### src/rtl/alu_pkg.sv
// alu_pkg: types and constants shared by the ALU issue sequencer.
//   alu_op_e      - 4-bit ALU opcode. Only MUL matters to the sequencer.
//   alu_movi_e    - operand-B source select. It is passed through to the ALU.
//   OP_MUL        - opcode that returns two result beats.
//   issue_state_e - states of the issue sequencer.
package alu_pkg;

  typedef enum logic [3:0] {
    ALU_ADD = 4'd0,  ALU_SUB = 4'd1,  ALU_MUL = 4'd2,  ALU_AND = 4'd3,
    ALU_OR  = 4'd4,  ALU_XOR = 4'd5,  ALU_NOT = 4'd6,  ALU_SHL = 4'd7,
    ALU_SHR = 4'd8,  ALU_SAR = 4'd9,  ALU_ROL = 4'd10, ALU_ROR = 4'd11,
    ALU_CMP = 4'd12, ALU_MOV = 4'd13, ALU_INC = 4'd14, ALU_DEC = 4'd15
  } alu_op_e;

  typedef enum logic [1:0] {
    SRC_REG  = 2'b00,
    SRC_MEM  = 2'b01,
    SRC_IMM  = 2'b10,
    SRC_ZERO = 2'b11
  } alu_movi_e;

  localparam alu_op_e OP_MUL = ALU_MUL;

  typedef enum logic [2:0] {
    ST_IDLE,
    ST_ISSUE,
    ST_WAIT_LO,
    ST_WAIT_HI,
    ST_OUT
  } issue_state_e;

endpackage

### src/rtl/alu_issue_ctrl_if.sv
// alu_issue_ctrl_if: bundles the three handshakes around the issue sequencer.
//   in_*     upstream instruction port (valid/ready) carrying the op, operands and tag
//   alu_*    ALU side: the ACT start pulse, the operands, the RDY idle flag, and the VLD/DATA beats
//   out_*    downstream result port (valid/ready) carrying the 64-bit data, the tag and the error flag
//   proto_err  sticky flag for unexpected ALU_VLD
// The master modport is the sequencer. The slave modport is its environment.
interface alu_issue_ctrl_if #(
  parameter int TAG_W = 4
);
  logic             in_vld;
  logic             in_rdy;
  logic [3:0]       in_op;
  logic [1:0]       in_movi;
  logic [31:0]      in_a;
  logic [31:0]      in_b;
  logic [31:0]      in_mem;
  logic [31:0]      in_imm;
  logic [TAG_W-1:0] in_tag;

  logic             alu_act;
  logic [3:0]       alu_op;
  logic [1:0]       alu_movi;
  logic [31:0]      alu_reg_a;
  logic [31:0]      alu_reg_b;
  logic [31:0]      alu_mem;
  logic [31:0]      alu_imm;
  logic             alu_rdy;
  logic             alu_vld;
  logic [31:0]      alu_data;

  logic             out_vld;
  logic             out_rdy;
  logic [63:0]      out_data;
  logic [TAG_W-1:0] out_tag;
  logic             out_err;
  logic             proto_err;

  modport master (
    input  in_vld, in_op, in_movi, in_a, in_b, in_mem, in_imm, in_tag,
    output in_rdy,
    output alu_act, alu_op, alu_movi, alu_reg_a, alu_reg_b, alu_mem, alu_imm,
    input  alu_rdy, alu_vld, alu_data,
    output out_vld, out_data, out_tag, out_err, proto_err,
    input  out_rdy
  );

  modport slave (
    output in_vld, in_op, in_movi, in_a, in_b, in_mem, in_imm, in_tag,
    input  in_rdy,
    input  alu_act, alu_op, alu_movi, alu_reg_a, alu_reg_b, alu_mem, alu_imm,
    output alu_rdy, alu_vld, alu_data,
    input  out_vld, out_data, out_tag, out_err, proto_err,
    output out_rdy
  );
endinterface

### src/rtl/alu_beat_timer.sv
// alu_beat_timer: 8-bit beat-wait counter for the sequencer.
//   clk, rst  clock and synchronous active-high reset
//   clr       restart the count at 0 (takes priority over en)
//   en        count one waiting cycle
//   expire    count has reached TIMEOUT-1
// TIMEOUT must be in the range 2..255 so that TIMEOUT-1 fits in 8 bits.
module alu_beat_timer #(
  parameter int TIMEOUT = 8
) (
  input  logic clk,
  input  logic rst,
  input  logic clr,
  input  logic en,
  output logic expire
);
  logic [7:0] cnt_q, cnt_d;

  always_comb begin
    cnt_d = cnt_q;
    if (clr)     cnt_d = 8'd0;
    else if (en) cnt_d = cnt_q + 8'd1;
  end

  always_ff @(posedge clk) begin
    if (rst) cnt_q <= 8'd0;
    else     cnt_q <= cnt_d;
  end

  assign expire = (cnt_q == 8'(TIMEOUT - 1));
endmodule

### src/rtl/alu_issue_ctrl.sv
// alu_issue_ctrl: initiator-side sequencer for the ALU ACT/RDY/VLD handshake.
//   CLK, RST  clock and synchronous active-high reset
//   bus       alu_issue_ctrl_if master:
//             - takes one instruction from the upstream port
//             - issues it to the ALU
//             - collects one result beat, or two for MUL
//             - presents the 64-bit result and its tag downstream
//
// state      | meaning
// IDLE       | ready for an instruction, which is captured on in_vld
// ISSUE      | ACT follows ALU_RDY; leaves after the single ACT cycle
// WAIT_LO    | waiting for the low result beat (or timeout)
// WAIT_HI    | MUL only: waiting for the high result beat (or timeout)
// OUT        | result held valid until out_rdy
module alu_issue_ctrl
  import alu_pkg::*;
#(
  parameter int TAG_W   = 4,
  parameter int TIMEOUT = 8
) (
  input logic              CLK,
  input logic              RST,
  alu_issue_ctrl_if.master bus
);
  issue_state_e     state_q, state_d;
  alu_op_e          op_q, op_d;
  alu_movi_e        movi_q, movi_d;
  logic [31:0]      a_q, a_d, b_q, b_d, mem_q, mem_d, imm_q, imm_d;
  logic [TAG_W-1:0] tag_q, tag_d;
  logic             is_mul_q, is_mul_d;
  logic [63:0]      result_q, result_d;
  logic             err_q, err_d;
  logic             proto_q, proto_d;
  logic             tmr_clr, tmr_en, tmr_expire;
  logic             in_rdy, alu_act, out_vld;

  alu_beat_timer #(.TIMEOUT(TIMEOUT)) u_beat_timer (
    .clk    (CLK),
    .rst    (RST),
    .clr    (tmr_clr),
    .en     (tmr_en),
    .expire (tmr_expire)
  );

  always_comb begin
    state_d  = state_q;
    op_d     = op_q;
    movi_d   = movi_q;
    a_d      = a_q;
    b_d      = b_q;
    mem_d    = mem_q;
    imm_d    = imm_q;
    tag_d    = tag_q;
    is_mul_d = is_mul_q;
    result_d = result_q;
    err_d    = err_q;
    proto_d  = proto_q;
    tmr_clr  = 1'b0;
    tmr_en   = 1'b0;
    in_rdy   = 1'b0;
    alu_act  = 1'b0;
    out_vld  = 1'b0;

    case (state_q)
      ST_IDLE: begin
        in_rdy = 1'b1;
        if (bus.alu_vld) proto_d = 1'b1;
        if (bus.in_vld) begin
          op_d     = alu_op_e'(bus.in_op);
          movi_d   = alu_movi_e'(bus.in_movi);
          a_d      = bus.in_a;
          b_d      = bus.in_b;
          mem_d    = bus.in_mem;
          imm_d    = bus.in_imm;
          tag_d    = bus.in_tag;
          is_mul_d = (bus.in_op == OP_MUL);
          result_d = 64'd0;
          err_d    = 1'b0;
          state_d  = ST_ISSUE;
        end
      end
      ST_ISSUE: begin
        if (bus.alu_vld) proto_d = 1'b1;
        alu_act = bus.alu_rdy;
        if (bus.alu_rdy) begin
          tmr_clr = 1'b1;
          state_d = ST_WAIT_LO;
        end
      end
      ST_WAIT_LO: begin
        // A beat arriving in the expiry cycle is still accepted.
        if (bus.alu_vld) begin
          result_d[31:0] = bus.alu_data;
          if (is_mul_q) begin
            tmr_clr = 1'b1;
            state_d = ST_WAIT_HI;
          end else begin
            state_d = ST_OUT;
          end
        end else if (tmr_expire) begin
          result_d = 64'd0;
          err_d    = 1'b1;
          state_d  = ST_OUT;
        end else begin
          tmr_en = 1'b1;
        end
      end
      ST_WAIT_HI: begin
        if (bus.alu_vld) begin
          result_d[63:32] = bus.alu_data;
          state_d         = ST_OUT;
        end else if (tmr_expire) begin
          result_d = 64'd0;
          err_d    = 1'b1;
          state_d  = ST_OUT;
        end else begin
          tmr_en = 1'b1;
        end
      end
      ST_OUT: begin
        out_vld = 1'b1;
        if (bus.alu_vld) proto_d = 1'b1;
        if (bus.out_rdy) state_d = ST_IDLE;
      end
      default: state_d = ST_IDLE;
    endcase
  end

  always_ff @(posedge CLK) begin
    if (RST) begin
      state_q  <= ST_IDLE;
      op_q     <= ALU_ADD;
      movi_q   <= SRC_REG;
      a_q      <= 32'd0;
      b_q      <= 32'd0;
      mem_q    <= 32'd0;
      imm_q    <= 32'd0;
      tag_q    <= '0;
      is_mul_q <= 1'b0;
      result_q <= 64'd0;
      err_q    <= 1'b0;
      proto_q  <= 1'b0;
    end else begin
      state_q  <= state_d;
      op_q     <= op_d;
      movi_q   <= movi_d;
      a_q      <= a_d;
      b_q      <= b_d;
      mem_q    <= mem_d;
      imm_q    <= imm_d;
      tag_q    <= tag_d;
      is_mul_q <= is_mul_d;
      result_q <= result_d;
      err_q    <= err_d;
      proto_q  <= proto_d;
    end
  end

  assign bus.in_rdy    = in_rdy;
  assign bus.alu_act   = alu_act;
  assign bus.alu_op    = op_q;
  assign bus.alu_movi  = movi_q;
  assign bus.alu_reg_a = a_q;
  assign bus.alu_reg_b = b_q;
  assign bus.alu_mem   = mem_q;
  assign bus.alu_imm   = imm_q;
  assign bus.out_vld   = out_vld;
  assign bus.out_data  = result_q;
  assign bus.out_tag   = tag_q;
  assign bus.out_err   = err_q;
  assign bus.proto_err = proto_q;
endmodule

### src/flat_wrapper.sv
// flat-port wrapper written by rule: the top's interface ports become plain ports
module alu_issue_ctrl_flat import alu_pkg::*;
#(
  parameter int TAG_W   = 4,
  parameter int TIMEOUT = 8
)
  (CLK, RST, bus_in_vld, bus_in_op, bus_in_movi, bus_in_a, bus_in_b, bus_in_mem, bus_in_imm, bus_in_tag, bus_in_rdy, bus_alu_act, bus_alu_op, bus_alu_movi, bus_alu_reg_a, bus_alu_reg_b, bus_alu_mem, bus_alu_imm, bus_alu_rdy, bus_alu_vld, bus_alu_data, bus_out_vld, bus_out_data, bus_out_tag, bus_out_err, bus_proto_err, bus_out_rdy);
  alu_issue_ctrl_if #(.TAG_W(TAG_W)) bus_i ();
  input logic CLK;
  input logic RST;
  input wire logic [$bits(bus_i.in_vld)-1:0] bus_in_vld;
  input wire logic [$bits(bus_i.in_op)-1:0] bus_in_op;
  input wire logic [$bits(bus_i.in_movi)-1:0] bus_in_movi;
  input wire logic [$bits(bus_i.in_a)-1:0] bus_in_a;
  input wire logic [$bits(bus_i.in_b)-1:0] bus_in_b;
  input wire logic [$bits(bus_i.in_mem)-1:0] bus_in_mem;
  input wire logic [$bits(bus_i.in_imm)-1:0] bus_in_imm;
  input wire logic [$bits(bus_i.in_tag)-1:0] bus_in_tag;
  output wire logic [$bits(bus_i.in_rdy)-1:0] bus_in_rdy;
  output wire logic [$bits(bus_i.alu_act)-1:0] bus_alu_act;
  output wire logic [$bits(bus_i.alu_op)-1:0] bus_alu_op;
  output wire logic [$bits(bus_i.alu_movi)-1:0] bus_alu_movi;
  output wire logic [$bits(bus_i.alu_reg_a)-1:0] bus_alu_reg_a;
  output wire logic [$bits(bus_i.alu_reg_b)-1:0] bus_alu_reg_b;
  output wire logic [$bits(bus_i.alu_mem)-1:0] bus_alu_mem;
  output wire logic [$bits(bus_i.alu_imm)-1:0] bus_alu_imm;
  input wire logic [$bits(bus_i.alu_rdy)-1:0] bus_alu_rdy;
  input wire logic [$bits(bus_i.alu_vld)-1:0] bus_alu_vld;
  input wire logic [$bits(bus_i.alu_data)-1:0] bus_alu_data;
  output wire logic [$bits(bus_i.out_vld)-1:0] bus_out_vld;
  output wire logic [$bits(bus_i.out_data)-1:0] bus_out_data;
  output wire logic [$bits(bus_i.out_tag)-1:0] bus_out_tag;
  output wire logic [$bits(bus_i.out_err)-1:0] bus_out_err;
  output wire logic [$bits(bus_i.proto_err)-1:0] bus_proto_err;
  input wire logic [$bits(bus_i.out_rdy)-1:0] bus_out_rdy;
  assign bus_i.in_vld = bus_in_vld;
  assign bus_i.in_op = bus_in_op;
  assign bus_i.in_movi = bus_in_movi;
  assign bus_i.in_a = bus_in_a;
  assign bus_i.in_b = bus_in_b;
  assign bus_i.in_mem = bus_in_mem;
  assign bus_i.in_imm = bus_in_imm;
  assign bus_i.in_tag = bus_in_tag;
  assign bus_in_rdy = bus_i.in_rdy;
  assign bus_alu_act = bus_i.alu_act;
  assign bus_alu_op = bus_i.alu_op;
  assign bus_alu_movi = bus_i.alu_movi;
  assign bus_alu_reg_a = bus_i.alu_reg_a;
  assign bus_alu_reg_b = bus_i.alu_reg_b;
  assign bus_alu_mem = bus_i.alu_mem;
  assign bus_alu_imm = bus_i.alu_imm;
  assign bus_i.alu_rdy = bus_alu_rdy;
  assign bus_i.alu_vld = bus_alu_vld;
  assign bus_i.alu_data = bus_alu_data;
  assign bus_out_vld = bus_i.out_vld;
  assign bus_out_data = bus_i.out_data;
  assign bus_out_tag = bus_i.out_tag;
  assign bus_out_err = bus_i.out_err;
  assign bus_proto_err = bus_i.proto_err;
  assign bus_i.out_rdy = bus_out_rdy;
  alu_issue_ctrl #(.TAG_W(TAG_W), .TIMEOUT(TIMEOUT)) u_core (.CLK(CLK), .RST(RST), .bus(bus_i));
endmodule
### config.mk
export PLATFORM = sky130hd
export DESIGN_NAME = alu_issue_ctrl_flat
export DESIGN_NICKNAME = d
export VERILOG_FILES = /design/src/rtl/alu_pkg.sv /design/src/rtl/alu_issue_ctrl_if.sv /design/src/rtl/alu_beat_timer.sv /design/src/rtl/alu_issue_ctrl.sv /design/src/flat_wrapper.sv
export SDC_FILE = /design/constraint.sdc
export NUM_CORES = 1
export LEC_CHECK = 0
export BUFFER_PORTS_ARGS = -buffer_cell sky130_fd_sc_hd__buf_2
export CORE_AREA = 3 3 148 150
export CTS_CLUSTER_DIAMETER = 120
export DETAILED_ROUTE_END_ITERATION = 12
export DIE_AREA = 0 0 151 153
export PLACE_DENSITY = 0.77
export SLEW_MARGIN = 20
export SYNTH_ARGS = -nofsm -noshare
export SYNTH_HDL_FRONTEND = slang
export SYNTH_SLANG_ARGS = --single-unit
### constraint.sdc
create_clock -name CLK -period 1.8 [get_ports CLK]
set_input_delay 0.27 -clock CLK [delete_from_list [all_inputs] [get_ports CLK]]
set_output_delay 0.27 -clock CLK [all_outputs]
set_load 0.01 [all_outputs]
### Word level (Yosys, flattened, before mapping)

Index checks and enable logic that the tools add are counted.

* add/subtract/negate cells: 1
* muxes and demuxes: 29
* reduce and logical (&&, ||, !) cells: 12
* eq/ne operators: 13

Operator list (number)
* $pmux 64 s3: 1
* $mux 32: 4
* $mux 64: 2
* $mux 3: 7
* $pmux 3 s5: 1
* $mux 1: 12
* $ne 2x2->1 const B: 6
* $reduce_and 3->1: 3
* $add 8x1->8 const B: 1
* $eq 8x3->1 const B: 1
* $eq 3x2->1 const B: 2
* $eq 4x2->1 const B: 1
* $pmux 1 s2: 2
* $reduce_and 2->1: 2
* $reduce_and 4->1: 1
* $reduce_or 2->1: 2
* $eq 3x1->1 const B: 1
* $eq 3x3->1 const B: 1
* $logic_not 3->1: 1
* $reduce_bool 3->1: 1
* $reduce_or 3->1: 1
* $ne 2x1->1 const B: 1
* $reduce_bool 2->1: 1

* word-level logic and storage cells: 69
* register bits after elaboration: 216
* output and inout port bits: 207

### Logic depth before layout (Yosys ltp)

Gate-level depths: netlist of the first run.

* word-level depth: 4
* depth in mapped cells: 7

### Modules after synthesis

From an unflattened synthesis of the first run, not the netlist that was laid out.

* cells, all modules: 978
* area total of the unflattened synthesis: 8165.3 µm²

Modules (own cells, without submodules)
* alu_issue_ctrl: area an instance 7788.7 µm², seq. area each 4164.0 µm², cells an instance 936, instances 1
* alu_beat_timer: area an instance 376.6 µm², seq. area each 160.2 µm², cells an instance 42, instances 1

### Worst setup path after synthesis of the first run

OpenSTA, ideal clock, no wires.

* path type: register to register
* from: reg u_core.u_beat_timer.cnt_q[0]
* to: reg u_core.result_q[57] (netlist: u_core.bus.out_data[57])
* slack: 0.166 ns
* arrival: 1.513 ns
* cell stages (with the launch flop): 7
* buffers on the path: 1
* clock period less this slack: 1.634 ns
* cell sequence: dfxtp_1 > ha_1 > nor4b_4 > a21oi_2 > clkbuf_1 > a21oi_1 > o21ai_0

* word-level cells in the longest chain between the ends: 4
* elaborated cells on any way between the ends: 5

Ends and longest elaborated chain
* from (decl): RTL line alu_beat_timer.sv:16 `logic [7:0] cnt_q, cnt_d;`
* from (signal assigned): RTL line alu_beat_timer.sv:26 `else cnt_q <= cnt_d;`
* $eq 8x3->1 *: RTL line alu_beat_timer.sv:29 `assign expire = (cnt_q == 8'(TIMEOUT - 1));`
* $mux 64 *
* $mux 32 (on tied branches)
* $pmux 64 s3 *
* to (signal assigned): RTL line alu_issue_ctrl.sv:153 `result_q <= result_d;`
* to (decl): RTL line alu_issue_ctrl.sv:31 `logic [63:0] result_q, result_d;`

Every way passes the cells marked *; elsewhere a longest branch is shown, timed or not. The select of a mux whose other input is x is not followed.
A chain may end at the register's enable or synchronous reset.

### Final worst setup path of the first run

* from: reg u_core.state_q[2]
* to: out bus_alu_act

* word-level cells in the longest chain between the ends: 2

Ends and longest elaborated chain
* from (decl): RTL line alu_issue_ctrl.sv:25 `issue_state_e state_q, state_d;`
* from (signal assigned): RTL line alu_issue_ctrl.sv:144 `state_q <= state_d;`
* $eq 3x1->1: RTL line alu_issue_ctrl.sv:64 `case (state_q)`
* $mux 1: RTL line alu_issue_ctrl.sv:64
* to (decl): RTL line flat_wrapper.sv:20 `output wire logic [$bits(bus_i.alu_act)-1:0] bus_alu_act;`

Every way passes these cells.

==> flow_summary_export.csv, run 1 <==
group,metric,value,unit
run_status,status,"finished, final reports clean",
floorplanning,coreArea,0.02082,sq mm
clocking,clock_latency,0.53,ns
sta,setup_viol,0,
yosys,synth_fp_nets,1357,
final_layout,post-route-util,64.55,%
critical_path,crit_fanout,11,
clocking,cts_inserted_buffers,25,
floorplanning,dieArea,0.02310,sq mm
sta,relSlewSlack,61.14,%
placement,dpl_cell_area,0.01108,sq mm
floorplanning,die_x,151,microns
final_layout,design_area,0.01344,sq mm
placement,dp_slack,0.03324,ns
sta,finClkSkew,0.02448,ns
critical_path,cpMaxStageDelayCell,"dfxtp_2",
yosys,syn_avg_cell_area,7.436,sq um
sta,timing.hold.ws,0.01282,ns
yosys,netlist_area,0.008775,sq mm
final_layout,drive_gt1_share,28.38,%
sta,worstMarginPinSlew,0.5829,ns
sta,finalHoldViolCount,0,
yosys,synth_edf_count,0,
global_route,grtUsageTotal,27.34,%
route,wl_per_cell,17.10,microns
global_route,grt_max_degree,65,
power_and_ir_drop,power.density,978.0,mW/mm^2
route,first_iter_violations,726,
power_and_ir_drop,ir_worst_vdd,0.7141,mV
floorplanning,initial_utilization,42.14,%
critical_path,cp-end-kind,"output port",
worst_hold_path,hp-class,"primary input to flop",
clocking,cts_root_buf,"clkbuf_16",
final_layout,area_growth,53.19,%
clocking,h-tree-depth,1,
route,drc,0,
critical_path,worstSetupPathType,"flop to output port",
route,route.vias.total,10273,
sta,period_share,96.44,%
power_and_ir_drop,power_frac_comb,17.3,%
final_layout,layout_common_cells,"nand2_1 (411), buf_2 (381), dfxtp_1 (213)",
yosys,ys_types,39,
power_and_ir_drop,p_leak,6.173,nW
power_and_ir_drop,p_int,9.562,mW
critical_path,start_kind,"flop",
power_and_ir_drop,p_total,13.15,mW
sta,period_needed,1.736,ns
yosys,synth_ff_type,"dfxtp_1",
critical_path,cp_cell_sequence,"nand2b_4 -> nor3b_2 -> buf_2",
critical_path,arrival,1.47,ns
final_layout,fillerInstances,1587,
global_route,grt_overflow,0,
global_route,grt_pass1_wl,52220,microns
power_and_ir_drop,power.switching,3.584,mW
route,drt-total-wl,33590,microns
clocking,cts_max_path_buffers,3,
yosys,syn_inst,1180,
final_layout,final_common_cell,"nand2_1",
yosys,async_flop_share,0,%
floorplanning,die_h,153,microns
sta,fmax,0.5761,GHz
route,ant_nets,0,
sta,timing.final.ws_setup,0.06413,ns
placement,port_buffers,382,
route,first_pass_iters,7,
placement,place_hpwl,19210,microns
clocking,cts.sink_count,216,
global_route,antenna_found_initial,1,
power_and_ir_drop,seq_power_share,39.6,%
yosys,ys_seq_area_share,49.28,%
run,drv_cap,0,
sta,slew_viol_final,0,
critical_path,cp.required,1.53,ns
final_layout,seqCellArea,0.004330,sq mm
placement,gp_congestion,0.8474,
yosys,yosys_warnings,0,
clocking,tritoncts,"done",
floorplanning,rows,53,
power_and_ir_drop,power_frac_clock,43.0,%
final_layout,fin_nets,1846,
global_route,grt_pass1_vias,10182,
critical_path,crit_path_max_incr_delay,0.39,ns
final_layout,multiInputGateArea,0.004011,sq mm
yosys,synth-seq-cells,216,
route,viasPerCell,5.231,
floorplanning,ios,383,
clocking,clkTransAtPathRegs,0.06,ns
power_and_ir_drop,swShare,27.26,%
cell type report:
| type | count | area share (%) |
|---|---|---|
| timing repair buffer | 552 | 27.57 |
| tap | 275 | 2.560 |
| multi-input combinational | 841 | 29.84 |
| clock inverter | 13 | 1.471 |
| antenna | 1 | 0.01862 |
| clock buffer | 33 | 5.399 |
| inverter | 33 | 0.9215 |
| sequential | 216 | 32.22 |
registers in the layout (all words and copies together) (netlist names):
signal,flops
u_core.bus.proto_err,1
u_core.bus.alu_op,4
u_core.is_mul_q,1
u_core.bus.alu_reg_a,32
u_core.u_beat_timer.cnt_q,8
u_core.bus.out_data,64
u_core.bus.alu_mem,32
u_core.bus.out_tag,4
u_core.bus.alu_imm,32
u_core.bus.alu_reg_b,32
u_core.bus.out_err,1
u_core.state_q,3
u_core.bus.alu_movi,2
layer usage:
metal  track usage [%]  wire length (microns)  vias up
li1                  -                      -     4794
met1             31.11                  12420     4677
met2             45.92                  15910      624
met3             6.433                   2896      178
met4             16.80                   2367        0
met5                 0                      0        -
power by group through the flow:
stage,logic [mW],clock network (mW),registers (mW)
after CTS,2.18,5.68,5.18
after floorplan,0.949,0,5.39
after global placement,1.89,0,5.26
after global routing,2.46,5.91,5.23
after detailed placement,1.92,0,5.28
final,2.28,5.66,5.21
kinds of logic (layout without fill, tap and decap cells):
kind of cell / count (synthesis) / after routing / share of synthesized area (%)
other: 0 / 1 / 0
and+or+nand+nor: 520 / 520 / 25.70
xor gates and xnor gates: 6 / 6 / 0.5989
AOI/OAI and AO/OA: 313 / 313 / 18.31
adders and majority gates: 1 / 1 / 0.1426
muxes: 1 / 1 / 0.1141
DFF: 216 / 216 / 49.28
buffers and inverters: 123 / 631 / 5.861
Yosys cell counts, types with 2 or more instances:
library cell / number / share of area (%)
xnor2_1: 4 / 0.40
a211oi_1: 3 / 0.26
nand2b_1: 69 / 4.9
nand3_1: 2 / 0.11
xor2_1: 2 / 0.20
nand2_1: 412 / 18
clkbuf_1: 52 / 2.2
and3_1: 2 / 0.14
o21ai_1: 33 / 1.9
nor3b_1: 3 / 0.26
a21oi_1: 208 / 12
nor4_2: 2 / 0.29
o21ai_0: 63 / 3.6
nand4_1: 2 / 0.14
dfxtp_1: 216 / 49
nor4b_4: 2 / 0.54
inv_1: 33 / 1.4
buf_2: 36 / 2.1
nor2_1: 11 / 0.47
nor3_1: 6 / 0.34
worst max-delay path, delay by kind of cell, from the launching register on:
family,cells,cell delay [ns]
and+or+nand+nor,2,0.36
buffers and inverters,1,0.19
DFF,1,0.39
timing repair:
| item | 4_1_cts | 5_1_grt |
|---|---|---|
| cloned | 0 | 0 |
| endpoints found under the hold margin | 143 | 0 |
| hold buffers | 138 | 0 |
| setup endpoints to repair | 7 | 67 |
| pin swaps | 0 | 2 |
| buffers inserted | 0 | 1 |
| gates resized for setup | 5 | 6 |
worst paths after layout:
path / from / end / slack (ns) / depth (start not counted)
hold / removal: bus_in_imm[19] / u_core.bus.alu_imm[19] / 0.01 / 3
setup reg to reg: u_core.state_q[0] / u_core.bus.alu_imm[13] / 0.07 / 6
hold reg to reg: u_core.bus.alu_op[0] / u_core.bus.alu_op[0] / 0.45 / 2
setup / recovery: u_core.state_q[2] / bus_alu_act / 0.06 / 3
per-stage QoR:
step,instances,TNS (ns)
2_1_floorplan,1180,0
3_3_place_gp,1778,0
3_5_place_dp,1778,0
4_1_cts,1962,0
5_1_grt,1964,-0.002976
6_report,1964,0
Note: power is estimated with default switching activity, not from simulation.
==> run 2, diff against run 1 <==
==> constraint.sdc (replaced) <==
create_clock -name CLK -period 1.8 [get_ports CLK]
set_input_delay 0.18 -clock CLK [delete_from_list [all_inputs] [get_ports CLK]]
set_output_delay 0.18 -clock CLK [all_outputs]
set_load 0.01 [all_outputs]
==> run 2 against run 1 <==
Effect of this change: register-to-register slack better by 0.06 ns; die area unchanged; core utilization up 0.61 points; sequential power about the same; worst setup slack better by 0.018 ns; clock skew down 0.016 ns; routed wire length up 0.67%; sequential share of layout area down 0.29 points; final cell count up 1.3%; largest cell class unchanged.
==> flow_summary_export.csv, run 2 (synthesis results as in run 1) <==
group,metric,value,unit
clocking,tritoncts,"done",
global_route,antenna_found_initial,1,
floorplanning,die_x,151,microns
final_layout,layout_common_cells,"nand2_1 (411), buf_2 (380), dfxtp_1 (214)",
sta,setup_viol,0,
critical_path,worstSetupPathType,"flop to output port",
placement,place_hpwl,18890,microns
sta,period_share,95.43,%
sta,worstMarginPinSlew,0.5876,ns
sta,finalHoldViolCount,0,
sta,slew_viol_final,0,
sta,fmax,0.5822,GHz
sta,relSlewSlack,60.83,%
placement,dp_slack,0.1467,ns
power_and_ir_drop,seq_power_share,42.3,%
critical_path,cp-end-kind,"output port",
floorplanning,dieArea,0.02310,sq mm
final_layout,fillerInstances,1600,
sta,timing.final.ws_setup,0.08231,ns
critical_path,cp_cell_sequence,"buf_4 -> nor3b_2 -> buf_2",
route,drt-total-wl,33820,microns
power_and_ir_drop,p_int,8.867,mW
power_and_ir_drop,power.density,905.3,mW/mm^2
power_and_ir_drop,power_frac_clock,38.7,%
final_layout,largest_register_ffs,64,
clocking,cts_root_buf,"clkbuf_16",
route,viasPerCell,5.219,
global_route,grt_overflow,0,
clocking,cts_inserted_buffers,23,
critical_path,cpMaxStageDelayCell,"dfxtp_1",
critical_path,cp_num_buf_inv,2,
floorplanning,ios,383,
floorplanning,initial_utilization,42.14,%
power_and_ir_drop,ir_worst_vdd,0.8608,mV
floorplanning,rows,53,
global_route,grtUsageTotal,27.70,%
run_status,status,"finished, final reports clean",
critical_path,cp.required,1.62,ns
sta,rsz0062_at_grt,"no",
clocking,clkTransAtPathRegs,0.06,ns
power_and_ir_drop,power.switching,3.416,mW
critical_path,cp_top_family,"flip-flops",
clocking,h-tree-depth,1,
clocking,cts.sink_count,216,
final_layout,area_growth,54.63,%
clocking,postCtsSetupRepairBufs,0,
power_and_ir_drop,p_leak,6.214,nW
clocking,cts_max_path_buffers,3,
placement,gp_congestion,0.8592,
route,wl_per_cell,17.00,microns
worst_hold_path,hp-class,"primary input to flop",
sta,setup_tns,0,ns
route,ant_nets,0,
critical_path,crit_fanout,10,
final_layout,final_common_cell,"nand2_1",
final_layout,fin_nets,1874,
critical_path,arrival,1.54,ns
final_layout,drive_gt1_share,27.09,%
power_and_ir_drop,power_frac_comb,19.0,%
global_route,grt_pass1_vias,10340,
route,drc,0,
route,first_iter_violations,769,
global_route,grt_max_degree,91,
floorplanning,die_h,153,microns
clocking,clock_latency,0.51,ns
critical_path,crit_path_max_incr_delay,0.39,ns
sta,finClkSkew,0.008644,ns
route,first_pass_iters,6,
global_route,grt_pass1_wl,52720,microns
power_and_ir_drop,swShare,27.81,%
sta,period_needed,1.718,ns
floorplanning,coreArea,0.02082,sq mm
run,drv_cap,0,
placement,port_buffers,382,
critical_path,start_kind,"flop",
route,route.vias.total,10381,
run 2: cell count changes in the layout (fill, tap and decap cells not counted), moves of 2 or more:
cell / change
buf_12: -3
dlygate4sd3_1: +33
clkbuf_1: +6
bufbuf_16: +2
bufinv_16: -3
clkinv_2: -2
clkbuf_8: -3
clkbuf_16: -2
dfxtp_2: -2
run 2: per-layer routing:
layer | global-route usage [%] | part of all wire (%) | vias to the layer above
li1 | - | - | 4849
met4 | 17.23 | 6.8 | 0
met5 | 0 | 0 | -
met3 | 6.315 | 8.1 | 189
met1 | 32.10 | 37 | 4780
met2 | 45.92 | 48 | 563
run 2: timing repair:
item / in CTS / in global routing
endpoints found under the hold margin: 204 / 0
resized for setup: 5 / 4
hold buffers: 171 / 0
gates cloned: 2 / 0
endpoints found under the setup margin: 3 / 28
pin swaps: 0 / 1
run 2: power groups by stage:
stage	Clock, mW	Sequential, mW	Combinational [mW]
6_report	4.75	5.20	2.33
5_1_grt	5.00	5.22	2.52
4_1_cts	4.81	5.18	2.23
3_5_place_dp	0	5.28	1.88
3_3_place_gp	0	5.26	1.85
2_1_floorplan	0	5.39	0.949
run 2: worst paths after layout:
kind | from | endpoint | slack, ns | cells past startpoint
setup / recovery | u_core.state_q[1] | bus_out_vld | 0.08 | 3
hold / removal | bus_in_vld | u_core.state_q[1] | 0.04 | 3
setup reg to reg | u_core.state_q[1] | u_core.bus.out_data[18] | 0.13 | 5
hold reg to reg | u_core.bus.alu_imm[11] | u_core.bus.alu_imm[11] | 0.45 | 2
run 2: worst register-to-register path, delay by kind of cell (launching register included):
kind            cells  cell delay, ns
simple gates        1            0.48
buf+inv             1            0.18
compound gates      3            0.40
flops               1            0.50
run 2: layout make-up:
class / count / area, sq um / area share, %
inverter: 33 / 123.9 / 0.9129
timing repair buffer: 582 / 4025 / 29.67
antenna: 1 / 2.502 / 0.01844
multi-input combinational: 841 / 3995 / 29.44
tap: 275 / 344.1 / 2.536
sequential: 216 / 4332 / 31.93
clock buffer: 34 / 656.9 / 4.841
clock inverter: 7 / 88.84 / 0.6547
run 2: per-stage QoR:
stage | power, mW | utilization, % | hold WS, ns | cells | instance area (sq um)
floorplan | 6.343 | - | 0.2886 | 1180 | 8775
global placement | 7.108 | 52.87 | 0.4181 | 1774 | 11010
detailed placement | 7.151 | 52.87 | 0.4247 | 1774 | 11010
CTS | 12.22 | 65.08 | 0.01389 | 1988 | 13550
global route | 12.74 | 65.16 | 0.03673 | 1989 | 13570
finish | 12.28 | 65.16 | 0.03989 | 1989 | 13570
